==> src/rtl/video_pattern_gen.sv <==
// Raster timing generator with selectable test patterns driving the HDMI/TMDS transmitter RGB inputs.
// Optional macro PATTERN_SCROLL_EN: per-frame counter that scrolls the colour bars and tints the gradient.
module video_pattern_gen #(
    parameter int H_ACTIVE = 640,
    parameter int H_FP     = 16,
    parameter int H_SYNC   = 96,
    parameter int H_BP     = 48,
    parameter int V_ACTIVE = 480,
    parameter int V_FP     = 10,
    parameter int V_SYNC   = 2,
    parameter int V_BP     = 33,
    parameter int SYNC_POL = 0
) (
    input  logic        clk_low,
    input  logic        reset,
    input  logic [1:0]  pattern_sel,
    output logic        hsync,
    output logic        vsync,
    output logic        de,
    output logic [7:0]  red,
    output logic [7:0]  green,
    output logic [7:0]  blue,
    output logic [11:0] x,
    output logic [11:0] y,
    output logic        frame_start
);
    localparam logic [11:0] H_ACT_C      = 12'(H_ACTIVE);
    localparam logic [11:0] H_SYNC_ON_C  = 12'(H_ACTIVE + H_FP);
    localparam logic [11:0] H_SYNC_OFF_C = 12'(H_ACTIVE + H_FP + H_SYNC);
    localparam logic [11:0] H_LAST_C     = 12'(H_ACTIVE + H_FP + H_SYNC + H_BP - 1);
    localparam logic [11:0] V_ACT_C      = 12'(V_ACTIVE);
    localparam logic [11:0] V_SYNC_ON_C  = 12'(V_ACTIVE + V_FP);
    localparam logic [11:0] V_SYNC_OFF_C = 12'(V_ACTIVE + V_FP + V_SYNC);
    localparam logic [11:0] V_LAST_C     = 12'(V_ACTIVE + V_FP + V_SYNC + V_BP - 1);
    localparam logic [11:0] BAR_W_C      = 12'(H_ACTIVE / 8);
    localparam logic        SYNC_ON_C    = 1'(SYNC_POL);

    typedef struct packed {
        logic [3:0]  idx;
        logic [11:0] px;
        logic [11:0] pos;
    } bar_t;

    // Steps the bar tracker by one column; pos wraps at the active width so scrolled bars repeat.
    function automatic bar_t bar_adv(input bar_t s);
        bar_t n;
        n = s;
        if (s.pos == H_ACT_C - 12'd1) begin
            n = '0;
        end else if (s.px == BAR_W_C - 12'd1) begin
            n.idx = s.idx + 4'd1;
            n.px  = 12'd0;
            n.pos = s.pos + 12'd1;
        end else begin
            n.px  = s.px + 12'd1;
            n.pos = s.pos + 12'd1;
        end
        return n;
    endfunction

    function automatic logic [23:0] bar_colour(input logic [3:0] idx);
        logic [23:0] c;
        case (idx)
            4'd0:    c = 24'hFFFFFF;
            4'd1:    c = 24'hFFFF00;
            4'd2:    c = 24'h00FFFF;
            4'd3:    c = 24'h00FF00;
            4'd4:    c = 24'hFF00FF;
            4'd5:    c = 24'hFF0000;
            4'd6:    c = 24'h0000FF;
            default: c = 24'h000000;
        endcase
        return c;
    endfunction

    logic [11:0] r_h_cnt;
    logic [11:0] r_v_cnt;
    logic [1:0]  r_pat;
    bar_t        r_bar;

    logic        w_h_last;
    logic        w_v_last;
    logic        w_first;
    logic        w_active;
    logic        w_hs_on;
    logic        w_vs_on;
    logic [1:0]  w_pat;
    logic [7:0]  w_fc;
    bar_t        w_line_init;
    logic [23:0] w_rgb;

    assign w_h_last = (r_h_cnt == H_LAST_C);
    assign w_v_last = (r_v_cnt == V_LAST_C);
    assign w_first  = (r_h_cnt == 12'd0) && (r_v_cnt == 12'd0);
    assign w_active = (r_h_cnt < H_ACT_C) && (r_v_cnt < V_ACT_C);
    assign w_hs_on  = (r_h_cnt >= H_SYNC_ON_C) && (r_h_cnt < H_SYNC_OFF_C);
    assign w_vs_on  = (r_v_cnt >= V_SYNC_ON_C) && (r_v_cnt < V_SYNC_OFF_C);
    // The pixel at (0,0) already uses the newly sampled selection, so a frame never mixes patterns.
    assign w_pat    = w_first ? pattern_sel : r_pat;

`ifdef PATTERN_SCROLL_EN
    logic [7:0] r_fc;
    bar_t       r_start;
    bar_t       w_start_nxt;

    // Bar tracker start point for the next frame: one column further, back to zero when the counter wraps.
    always_comb begin
        w_start_nxt = '0;
        if (r_fc == 8'hFF) begin
            w_start_nxt = '0;
        end else begin
            w_start_nxt = bar_adv(r_start);
        end
    end

    // Frame counter and scroll origin advance together at the last pixel of each frame.
    always_ff @(posedge clk_low or posedge reset) begin
        if (reset) begin
            r_fc    <= 8'd0;
            r_start <= '0;
        end else if (w_h_last && w_v_last) begin
            r_fc    <= r_fc + 8'd1;
            r_start <= w_start_nxt;
        end
    end

    assign w_fc        = r_fc;
    assign w_line_init = w_v_last ? w_start_nxt : r_start;
`else
    assign w_fc        = 8'h00;
    assign w_line_init = '0;
`endif

    // Horizontal and vertical raster counters.
    always_ff @(posedge clk_low or posedge reset) begin
        if (reset) begin
            r_h_cnt <= 12'd0;
            r_v_cnt <= 12'd0;
        end else if (w_h_last) begin
            r_h_cnt <= 12'd0;
            r_v_cnt <= w_v_last ? 12'd0 : r_v_cnt + 12'd1;
        end else begin
            r_h_cnt <= r_h_cnt + 12'd1;
        end
    end

    // Pattern selection latched once per frame.
    always_ff @(posedge clk_low or posedge reset) begin
        if (reset) begin
            r_pat <= 2'd0;
        end else if (w_first) begin
            r_pat <= pattern_sel;
        end
    end

    // Bar tracker: reloaded at every line start, stepped across the active columns (no divider).
    always_ff @(posedge clk_low or posedge reset) begin
        if (reset) begin
            r_bar <= '0;
        end else if (w_h_last) begin
            r_bar <= w_line_init;
        end else if (r_h_cnt < H_ACT_C) begin
            r_bar <= bar_adv(r_bar);
        end
    end

    // Colour for the pixel described by the current counter state.
    always_comb begin
        w_rgb = 24'h000000;
        case (w_pat)
            2'd0: w_rgb = 24'h000000;
            2'd1: w_rgb = bar_colour(r_bar.idx);
            2'd2: begin
                if ((r_h_cnt[4:0] == 5'd0) || (r_v_cnt[4:0] == 5'd0)) begin
                    w_rgb = 24'hFFFFFF;
                end else begin
                    w_rgb = 24'h000000;
                end
            end
            2'd3: w_rgb = {r_h_cnt[7:0], r_v_cnt[7:0], r_h_cnt[7:0] ^ r_v_cnt[7:0] ^ w_fc};
            default: w_rgb = 24'h000000;
        endcase
    end

    // Output register stage: every output lags its counter state by exactly one cycle.
    always_ff @(posedge clk_low or posedge reset) begin
        if (reset) begin
            hsync              <= ~SYNC_ON_C;
            vsync              <= ~SYNC_ON_C;
            de                 <= 1'b0;
            frame_start        <= 1'b0;
            {red, green, blue} <= 24'h000000;
            x                  <= 12'd0;
            y                  <= 12'd0;
        end else begin
            hsync              <= w_hs_on ? SYNC_ON_C : ~SYNC_ON_C;
            vsync              <= w_vs_on ? SYNC_ON_C : ~SYNC_ON_C;
            de                 <= w_active;
            frame_start        <= w_first;
            {red, green, blue} <= w_active ? w_rgb : 24'h000000;
            x                  <= w_active ? r_h_cnt : 12'd0;
            y                  <= w_active ? r_v_cnt : 12'd0;
        end
    end

endmodule

==> config.mk <==
export PLATFORM = sky130hd
export DESIGN_NAME = video_pattern_gen
export DESIGN_NICKNAME = d
export VERILOG_FILES = /design/src/rtl/video_pattern_gen.sv
export SDC_FILE = /design/constraint.sdc
export NUM_CORES = 1
export LEC_CHECK = 0
export CELL_PAD_IN_SITES_DETAIL_PLACEMENT = 2
export CELL_PAD_IN_SITES_GLOBAL_PLACEMENT = 2
export CORE_MARGIN = 8
export CORE_UTILIZATION = 39
export CTS_CLUSTER_SIZE = 20
export DETAILED_ROUTE_END_ITERATION = 10
export PLACE_DENSITY = 0.88
export SLEW_MARGIN = 20
export SYNTH_ARGS = -nofsm -noshare
export SYNTH_HDL_FRONTEND = slang
export SYNTH_SLANG_ARGS = --single-unit
==> constraint.sdc <==
create_clock -name clk_low -period 5.5 [get_ports clk_low]
set_input_delay 0.55 -clock clk_low [delete_from_list [all_inputs] [get_ports clk_low]]
set_output_delay 0.55 -clock clk_low [all_outputs]
set_load 0.005 [all_outputs]
==> load_flow_metrics.sql, run 1 <==
INSERT INTO impl_metrics (metric_group, metric, value, unit) VALUES
('route', 'initial_drt_markers', '256', ''),
('timing', 'final_min_period_over_clock_period', '56.8', '%'),
('global_routing', 'grt_max_degree', '56', ''),
('timing', 'number_of_hold_slack_violations_in_the_final_timing_report', '0', ''),
('min_path', 'worstHoldEndpoint', 'r_bar[13]', ''),
('clock_tree', 'clk_pin_slew', '0.07', 'ns'),
('route', 'dr.pass1.iters', '4', ''),
('layout', 'area.growth.synth_to_final', '18.2', '%'),
('layout', 'fin_nets', '544', ''),
('pwr', 'internal-power', '1150', 'uW'),
('setup_path', 'rr_endpoint', 'red[5]', ''),
('logic_synthesis', 'synth-xor-area-share', '6.36', '%'),
('clock_tree', 'clock-root-buffer', 'sky130_fd_sc_hd__clkbuf_16', ''),
('timing', 'report.final.slew_viol_count', '0', ''),
('timing', 'timing.max_slew.rel_slack', '35.2', '%'),
('placement', 'port_buffers', '55', ''),
('global_routing', 'grt_use_met2', '34.2', '%'),
('logic_synthesis', 'synth-simple-area-share', '22.0', '%'),
('pwr', 'clockPowerShare', '40.9', '%'),
('global_routing', 'most_used_routing_layer', 'met2', ''),
('logic_synthesis', 'predominant_post_synthesis_flop_cell', 'sky130_fd_sc_hd__dfrtp_1', ''),
('logic_synthesis', 'synth_compound_gate_area_share', '10.4', '%'),
('setup_path', 'timing.rr.start', 'r_h_cnt[0]', ''),
('layout', 'nFillCells', '1323', ''),
('logic_synthesis', 'post_synth.cell_area_avg', '10.1', 'um^2'),
('min_path', 'holdCritPathClass', 'flip-flop to flip-flop', ''),
('logic_synthesis', 'synthDistinctLibCells', '50', ''),
('clock_tree', 'post_cts_resized', '0', ''),
('floorplan', 'dieArea', '16600', 'um^2'),
('logic_synthesis', 'synthesis.instances', '489', ''),
('setup_path', 'critical_path.cell_chain', 'inv_1 -> ha_1 -> nor4b_2 -> nand3_1 -> nor3_2 -> mux2i_1 -> a21oi_1', ''),
('global_routing', 'grtUsageMet3', '3.27', '%'),
('clock_tree', 'number_of_h_tree_branching_levels', '3', ''),
('global_routing', 'wire_length_of_the_first_global_routing_pass', '24300', 'um'),
('logic_synthesis', 'combined_area_of_all_synthesized_cells', '4960', 'um^2'),
('clock_tree', 'max_root_sink_buffers', '2', ''),
('setup_path', 'timing.reg2reg.setup_slack', '2.38', 'ns'),
('global_routing', 'use_met1', '21.4', '%'),
('floorplan', 'die-height', '129', 'um'),
('timing', 'total_setup_violations_reported_at_the_end_of_the_flow', '0', ''),
('pwr', 'worst_ir_drop_vdd', '117', 'uV'),
('setup_path', 'worst_setup_path_end_kind', 'flip-flop', ''),
('clock_tree', 'tritoncts_clock_tree', 'yes', ''),
('floorplan', 'io-pin-count', '56', ''),
('setup_path', 'buf_inv_on_cp', '1', ''),
('clock_tree', 'postCtsHoldBufs', '0', ''),
('layout', 'diodes', '0', ''),
('pwr', 'combPwrFrac', '5.6', '%'),
('global_routing', 'grt_antenna_before_repair', '0', ''),
('status', 'run_status', 'complete, no violations', ''),
('timing', 'layout_min_cycle_time', '3.12', 'ns'),
('pwr', 'p_sw_share', '23.2', '%'),
('setup_path', 'worst_setup_path_start_kind', 'flip-flop', ''),
('timing', 'whs', '0.540', 'ns'),
('setup_path', 'critical_path.top_delay_family', 'simple AND/OR/NAND/NOR gates', ''),
('setup_path', 'cp_max_fo', '13', ''),
('setup_path', 'timing.critical_path.slowest_stage_cell', 'sky130_fd_sc_hd__nor3_2', ''),
('logic_synthesis', 'multiplexer_area_fraction_after_synthesis', '0.807', '%'),
('min_path', 'hold_path.startpoint', 'r_bar[13]', ''),
('logic_synthesis', 'synth_edf_count', '0', ''),
('floorplan', 'num_rows', '41', ''),
('global_routing', 'grt_pass1_vias', '4434', ''),
('logic_synthesis', 'seq_area_frac_synth', '53.5', '%'),
('setup_path', 'reg2regPathDepth', '7', ''),
('global_routing', 'overall_global_routing_usage', '19.0', '%'),
('placement', 'gpl.final_weighted_congestion', '0.796', ''),
('pwr', 'leakagePower', '0.00244', 'uW'),
('timing', 'timing.clock.skew', '0.00617', 'ns'),
('clock_tree', 'cts_made_buffers', '9', ''),
('layout', 'layout-drive-gt1-share', '5.23', '%'),
('logic_synthesis', 'synth.yosys.warnings', '0', '');
through the flow:
step	instance area (um^2)	worst slack, ns	util, %	std cells
global placement	5590	2.58	44.6	691
CTS	5860	2.41	46.8	707
detailed placement	5590	2.47	44.6	691
finish	5860	2.38	46.8	707
floorplan	4970	2.16	-	493
global route	5860	2.10	46.8	707
worst max path at each step:
stage / from / end / cells after the start
5_1_grt: r_h_cnt[0] / red[5] / 7
3_5_place_dp: r_h_cnt[1] / red[5] / 7
2_1_floorplan: reset / blue[0] / 1
6_report: r_h_cnt[0] / red[5] / 7
4_1_cts: r_h_cnt[5] / r_bar[25] / 6
3_3_place_gp: r_h_cnt[0] / r_bar[25] / 7
routing by layer:
layer / share of wire (%) / wire length, um / vias up
li1: - / - / 1781
met1: 41 / 6110 / 2040
met2: 53 / 7790 / 62
met3: 3.5 / 520 / 24
met4: 2.6 / 388 / 0
met5: 0 / 0 / -
worst reg2reg max path: cells and delay by family, from the launching register on:
family	cells	cell delay, ns
fa+ha+maj	1	0.16
flops	1	0.48
compound gates	1	0.20
mux	1	0.68
simple gates	3	1.27
buf+inv	1	0.17
power by group through the flow:
| stage | Sequential (uW) | Clock [uW] | Combinational [uW] |
|---|---|---|---|
| CTS | 804 | 626 | 86.6 |
| global placement | 818 | 0 | 81.9 |
| global route | 805 | 653 | 93.5 |
| detailed placement | 819 | 0 | 86.4 |
| floorplan | 819 | 0 | 34.8 |
| finish | 803 | 615 | 84.1 |
cell usage in the layout (no fill, tap or decap), types with 4 or more instances in the layout:
| master | n |
|---|---|
| sky130_fd_sc_hd__inv_1 | 11 |
| sky130_fd_sc_hd__nor2_1 | 35 |
| sky130_fd_sc_hd__xnor2_1 | 17 |
| sky130_fd_sc_hd__conb_1 | 5 |
| sky130_fd_sc_hd__mux2i_1 | 4 |
| sky130_fd_sc_hd__nand4_1 | 16 |
| sky130_fd_sc_hd__or3_1 | 12 |
| sky130_fd_sc_hd__a21oi_1 | 29 |
| sky130_fd_sc_hd__clkdlybuf4s50_1 | 55 |
| sky130_fd_sc_hd__nor2b_1 | 4 |
| sky130_fd_sc_hd__nor3_1 | 9 |
| sky130_fd_sc_hd__nand2b_1 | 5 |
| sky130_fd_sc_hd__nand3_1 | 21 |
| sky130_fd_sc_hd__ha_1 | 10 |
| sky130_fd_sc_hd__o21ai_0 | 32 |
| sky130_fd_sc_hd__and2_1 | 15 |
| sky130_fd_sc_hd__a31oi_1 | 7 |
| sky130_fd_sc_hd__dfrtp_1 | 104 |
| sky130_fd_sc_hd__xor2_1 | 19 |
| sky130_fd_sc_hd__nand2_1 | 54 |
| sky130_fd_sc_hd__nor4_1 | 7 |
| sky130_fd_sc_hd__nand4b_1 | 4 |
| sky130_fd_sc_hd__and4_1 | 4 |
| sky130_fd_sc_hd__clkbuf_16 | 9 |
registers in the layout (all words and copies together) (netlist names), 2 cells and up:
signal / flops
green: 8
blue: 8
r_pat: 2
r_h_cnt: 12
x: 12
r_bar: 28
y: 12
r_v_cnt: 12
red: 8
cell type report:
type / count / area (um^2) / area share, %
clock buffers: 12 / 246 / 4.20
clock inverters: 4 / 27.5 / 0.470
inverters: 12 / 47.5 / 0.811
multi-input cells: 344 / 2100 / 35.9
flip-flops and latches: 106 / 2660 / 45.3
well taps: 172 / 215 / 3.67
repair buffers: 57 / 566 / 9.65
synth_stat cells, types with 4 or more instances:
| master | count | area share [%] |
|---|---|---|
| sky130_fd_sc_hd__nor2_1 | 35 | 2.6 |
| sky130_fd_sc_hd__inv_1 | 12 | 0.91 |
| sky130_fd_sc_hd__nor4_1 | 7 | 0.88 |
| sky130_fd_sc_hd__mux2i_1 | 4 | 0.81 |
| sky130_fd_sc_hd__and4_1 | 4 | 0.71 |
| sky130_fd_sc_hd__buf_2 | 9 | 0.91 |
| sky130_fd_sc_hd__o21ai_0 | 32 | 3.2 |
| sky130_fd_sc_hd__a31oi_1 | 7 | 0.88 |
| sky130_fd_sc_hd__ha_1 | 10 | 2.5 |
| sky130_fd_sc_hd__and2_1 | 14 | 1.8 |
| sky130_fd_sc_hd__or3_1 | 12 | 1.5 |
| sky130_fd_sc_hd__nor2b_1 | 4 | 0.50 |
| sky130_fd_sc_hd__dfrtp_1 | 104 | 52 |
| sky130_fd_sc_hd__buf_6 | 5 | 1.1 |
| sky130_fd_sc_hd__clkbuf_1 | 16 | 1.2 |
| sky130_fd_sc_hd__nand2_1 | 54 | 4.1 |
| sky130_fd_sc_hd__nand3_1 | 21 | 2.1 |
| sky130_fd_sc_hd__a21oi_1 | 29 | 2.9 |
| sky130_fd_sc_hd__nand4_1 | 16 | 2.0 |
| sky130_fd_sc_hd__xor2_1 | 19 | 3.4 |
| sky130_fd_sc_hd__nand2b_1 | 5 | 0.63 |
| sky130_fd_sc_hd__xnor2_1 | 17 | 3.0 |
| sky130_fd_sc_hd__nand4b_1 | 4 | 0.71 |
| sky130_fd_sc_hd__nor3_1 | 9 | 0.91 |
kinds of logic after synthesis:
| kind of cell | Yosys count |
|---|---|
| AND/OR/NAND/NOR | 202 |
| adder cells (fa/ha/maj) | 10 |
| multiplexers | 4 |
| other | 1 |
| AO/OA/AOI/OAI | 87 |
| flip-flops | 106 |
| XOR/XNOR | 36 |
| buffers and inverters | 43 |
No activity file was read; power rests on OpenSTA's default activity.
==> inputs of run 2 (changes only) <==
- CORE_UTILIZATION: 39 -> 33
- PLACE_DENSITY: 0.88 -> 0.8
- clock period: 5.5 -> 2.5 ns (I/O delays scaled with it)
==> load_flow_metrics.sql, run 2 (synthesis results as in run 1) <==
INSERT INTO impl_metrics (metric_group, metric, value, unit) VALUES
('placement', 'hpwlAfterDp', '11300', 'um'),
('setup_path', 'timing.setup.critical_path_class', 'flip-flop to flip-flop', ''),
('timing', 'timing.clock.skew', '0.00629', 'ns'),
('placement', 'postPlaceCellArea', '5950', 'um^2'),
('timing', 'total_setup_violations_reported_at_the_end_of_the_flow', '0', ''),
('layout', 'finish.cell_count_without_fillers', '767', ''),
('global_routing', 'grt_pass1_vias', '4631', ''),
('floorplan', 'initial_utilization', '33.2', '%'),
('global_routing', 'wire_length_of_the_first_global_routing_pass', '24900', 'um'),
('setup_path', 'worstPathArrival', '2.68', 'ns'),
('setup_path', 'worstPathRequired', '2.74', 'ns'),
('floorplan', 'num_rows', '45', ''),
('placement', 'post-place-cells', '751', ''),
('route', 'routed_wl', '15200', 'um'),
('route', 'detail_route.wl_per_cell', '19.8', 'um'),
('timing', 'max_slew.worst_pin.slew', '0.542', 'ns'),
('timing', 'final_min_period_over_clock_period', '97.5', '%'),
('clock_tree', 'clk_pin_slew', '0.07', 'ns'),
('timing', 'max_clock_freq', '0.410', 'GHz'),
('timing', 'timing.max_slew.rel_slack', '63.4', '%'),
('floorplan', 'die-height', '139', 'um'),
('pwr', 'power-per-cell-area', '552', 'nW/um^2'),
('layout', 'layout-drive-gt1-share', '13.1', '%'),
('clock_tree', 'cts_made_buffers', '9', ''),
('layout', 'mostFrequentLayoutCell', 'sky130_fd_sc_hd__dfrtp_1', ''),
('pwr', 'leakagePower', '0.00268', 'uW'),
('clock_tree', 'number_of_h_tree_branching_levels', '3', ''),
('timing', 'number_of_hold_slack_violations_in_the_final_timing_report', '0', ''),
('setup_path', 'cp_max_fo', '17', ''),
('clock_tree', 'post_cts_resized', '1', ''),
('layout', 'fin_nets', '588', ''),
('clock_tree', 'tritoncts_clock_tree', 'yes', ''),
('floorplan', 'die_x', '139', 'um'),
('timing', 'layout_min_cycle_time', '2.44', 'ns'),
('clock_tree', 'max_root_sink_buffers', '2', ''),
('clock_tree', 'postCtsHoldBufs', '0', ''),
('pwr', 'power.total', '3470', 'uW'),
('layout', 'largest_register', 'r_bar', ''),
('status', 'run_status', 'complete, no violations', ''),
('route', 'vias_per_cell', '5.29', ''),
('pwr', 'worst_ir_drop_vdd', '305', 'uV'),
('floorplan', 'io-pin-count', '56', ''),
('placement', 'pre_cts_ws', '0.0229', 'ns'),
('clock_tree', 'cts.sink_count', '106', ''),
('min_path', 'holdCritPathClass', 'primary input to asynchronous set/reset pin', ''),
('timing', 'worst_slack', '0.0631', 'ns'),
('setup_path', 'worst_setup_path_end_kind', 'flip-flop', ''),
('placement', 'gpl.final_weighted_congestion', '0.782', ''),
('floorplan', 'dieArea', '19200', 'um^2'),
('layout', 'most_frequent_cells_in_the_layout', 'sky130_fd_sc_hd__dfrtp_1, sky130_fd_sc_hd__clkdlybuf4s50_1, sky130_fd_sc_hd__nand2_1, sky130_fd_sc_hd__buf_4, sky130_fd_sc_hd__nor2_1', ''),
('layout', 'largest_register_ffs', '28', ''),
('global_routing', 'overall_global_routing_usage', '16.1', '%'),
('route', 'dr_total_vias', '4055', ''),
('setup_path', 'worst_setup_path_start_kind', 'flip-flop', ''),
('timing', 'rsz0062_at_grt', 'false', ''),
('route', 'dr.pass1.iters', '4', ''),
('clock_tree', 'clock_latency', '0.36', 'ns'),
('timing', 'report.final.slew_viol_count', '0', ''),
('layout', 'finalInstanceArea', '6290', 'um^2'),
('floorplan', 'core_region_area', '14900', 'um^2'),
('layout', 'area.growth.synth_to_final', '26.8', '%'),
('route', 'route.detailed.drc', '0', ''),
('layout', 'diodes', '0', ''),
('placement', 'port_buffers', '55', ''),
('run', 'cap_viol_max_count', '0', ''),
('clock_tree', 'postCtsSetupBuffers', '0', ''),
('route', 'initial_drt_markers', '104', ''),
('timing', 'tns', '0', 'ns'),
('global_routing', 'grt_max_degree', '49', ''),
('global_routing', 'grt_antenna_before_repair', '0', ''),
('clock_tree', 'clock-root-buffer', 'sky130_fd_sc_hd__clkbuf_16', ''),
('route', 'antenna_left', '0', ''),
('global_routing', 'grt_ovf', '0', '');
-- run 2: cell types whose count changed in the layout (fill, tap and decap cells not counted), sizes merged --
cell      previous run  this run
buf                  2        46
bufinv               0         1
clkbuf              12        11
clkinv               4         2
clkinvlp             0         1
inv                 12        13
-- run 2: path summary, 6_finish.rpt --
path / slack [ns] / cells past startpoint / startpoint / to
min in group clk_low: 0.56 / 1 / r_v_cnt[10] / r_v_cnt[10]
max in group asynchronous: 1.45 / 4 / reset / r_bar[8]
worst min-delay path: 0.22 / 2 / reset / y[1]
worst max register to register: 0.06 / 8 / r_h_cnt[1] / green[4]
worst min register to register: 0.56 / 1 / r_v_cnt[10] / r_v_cnt[10]
worst max-delay path: 0.06 / 8 / r_h_cnt[1] / green[4]
-- run 2: area by class of cell --
cell class / count / area [um^2]
clock buffer: 11 / 253
clock inverter: 5 / 60.1
fill: 1559 / 8630
inverter: 12 / 48.8
multi-input combinational: 344 / 2130
sequential: 106 / 2660
tap: 188 / 235
timing repair buffer: 101 / 912
-- run 2: metal layers --
metal	track usage [%]	vias up	part of all wire, %
met5	0	-	0
met4	9.15	0	3.5
met3	2.95	32	3.0
met2	28.7	70	53
met1	17.7	2090	40
li1	-	1863	-
-- run 2: per-stage QoR --
stage / utilization [%] / hold WS, ns
after floorplan: - / 0.479
after global placement: 39.9 / 0.515
after detailed placement: 39.9 / 0.532
after CTS: 42.0 / 0.216
after global routing: 42.2 / 0.240
final: 42.2 / 0.223
-- run 2: power by group --
part | total [uW] | switching [uW] | internal (uW)
Sequential | 1760 | 12.5 | 1750
Combinational | 203 | 106 | 97.5
Clock | 1500 | 664 | 839
-- run 2: worst max-delay path, stage by stage (launching register included) --
cell and delay [ns]:
sky130_fd_sc_hd__dfrtp_1 0.45, sky130_fd_sc_hd__inv_1 0.17, sky130_fd_sc_hd__ha_1 0.20, sky130_fd_sc_hd__nor4b_4 0.32, sky130_fd_sc_hd__nand3_1 0.21, sky130_fd_sc_hd__or3_1 0.41, sky130_fd_sc_hd__o311ai_4 0.26, sky130_fd_sc_hd__buf_6 0.22
sky130_fd_sc_hd__a21oi_1 0.07
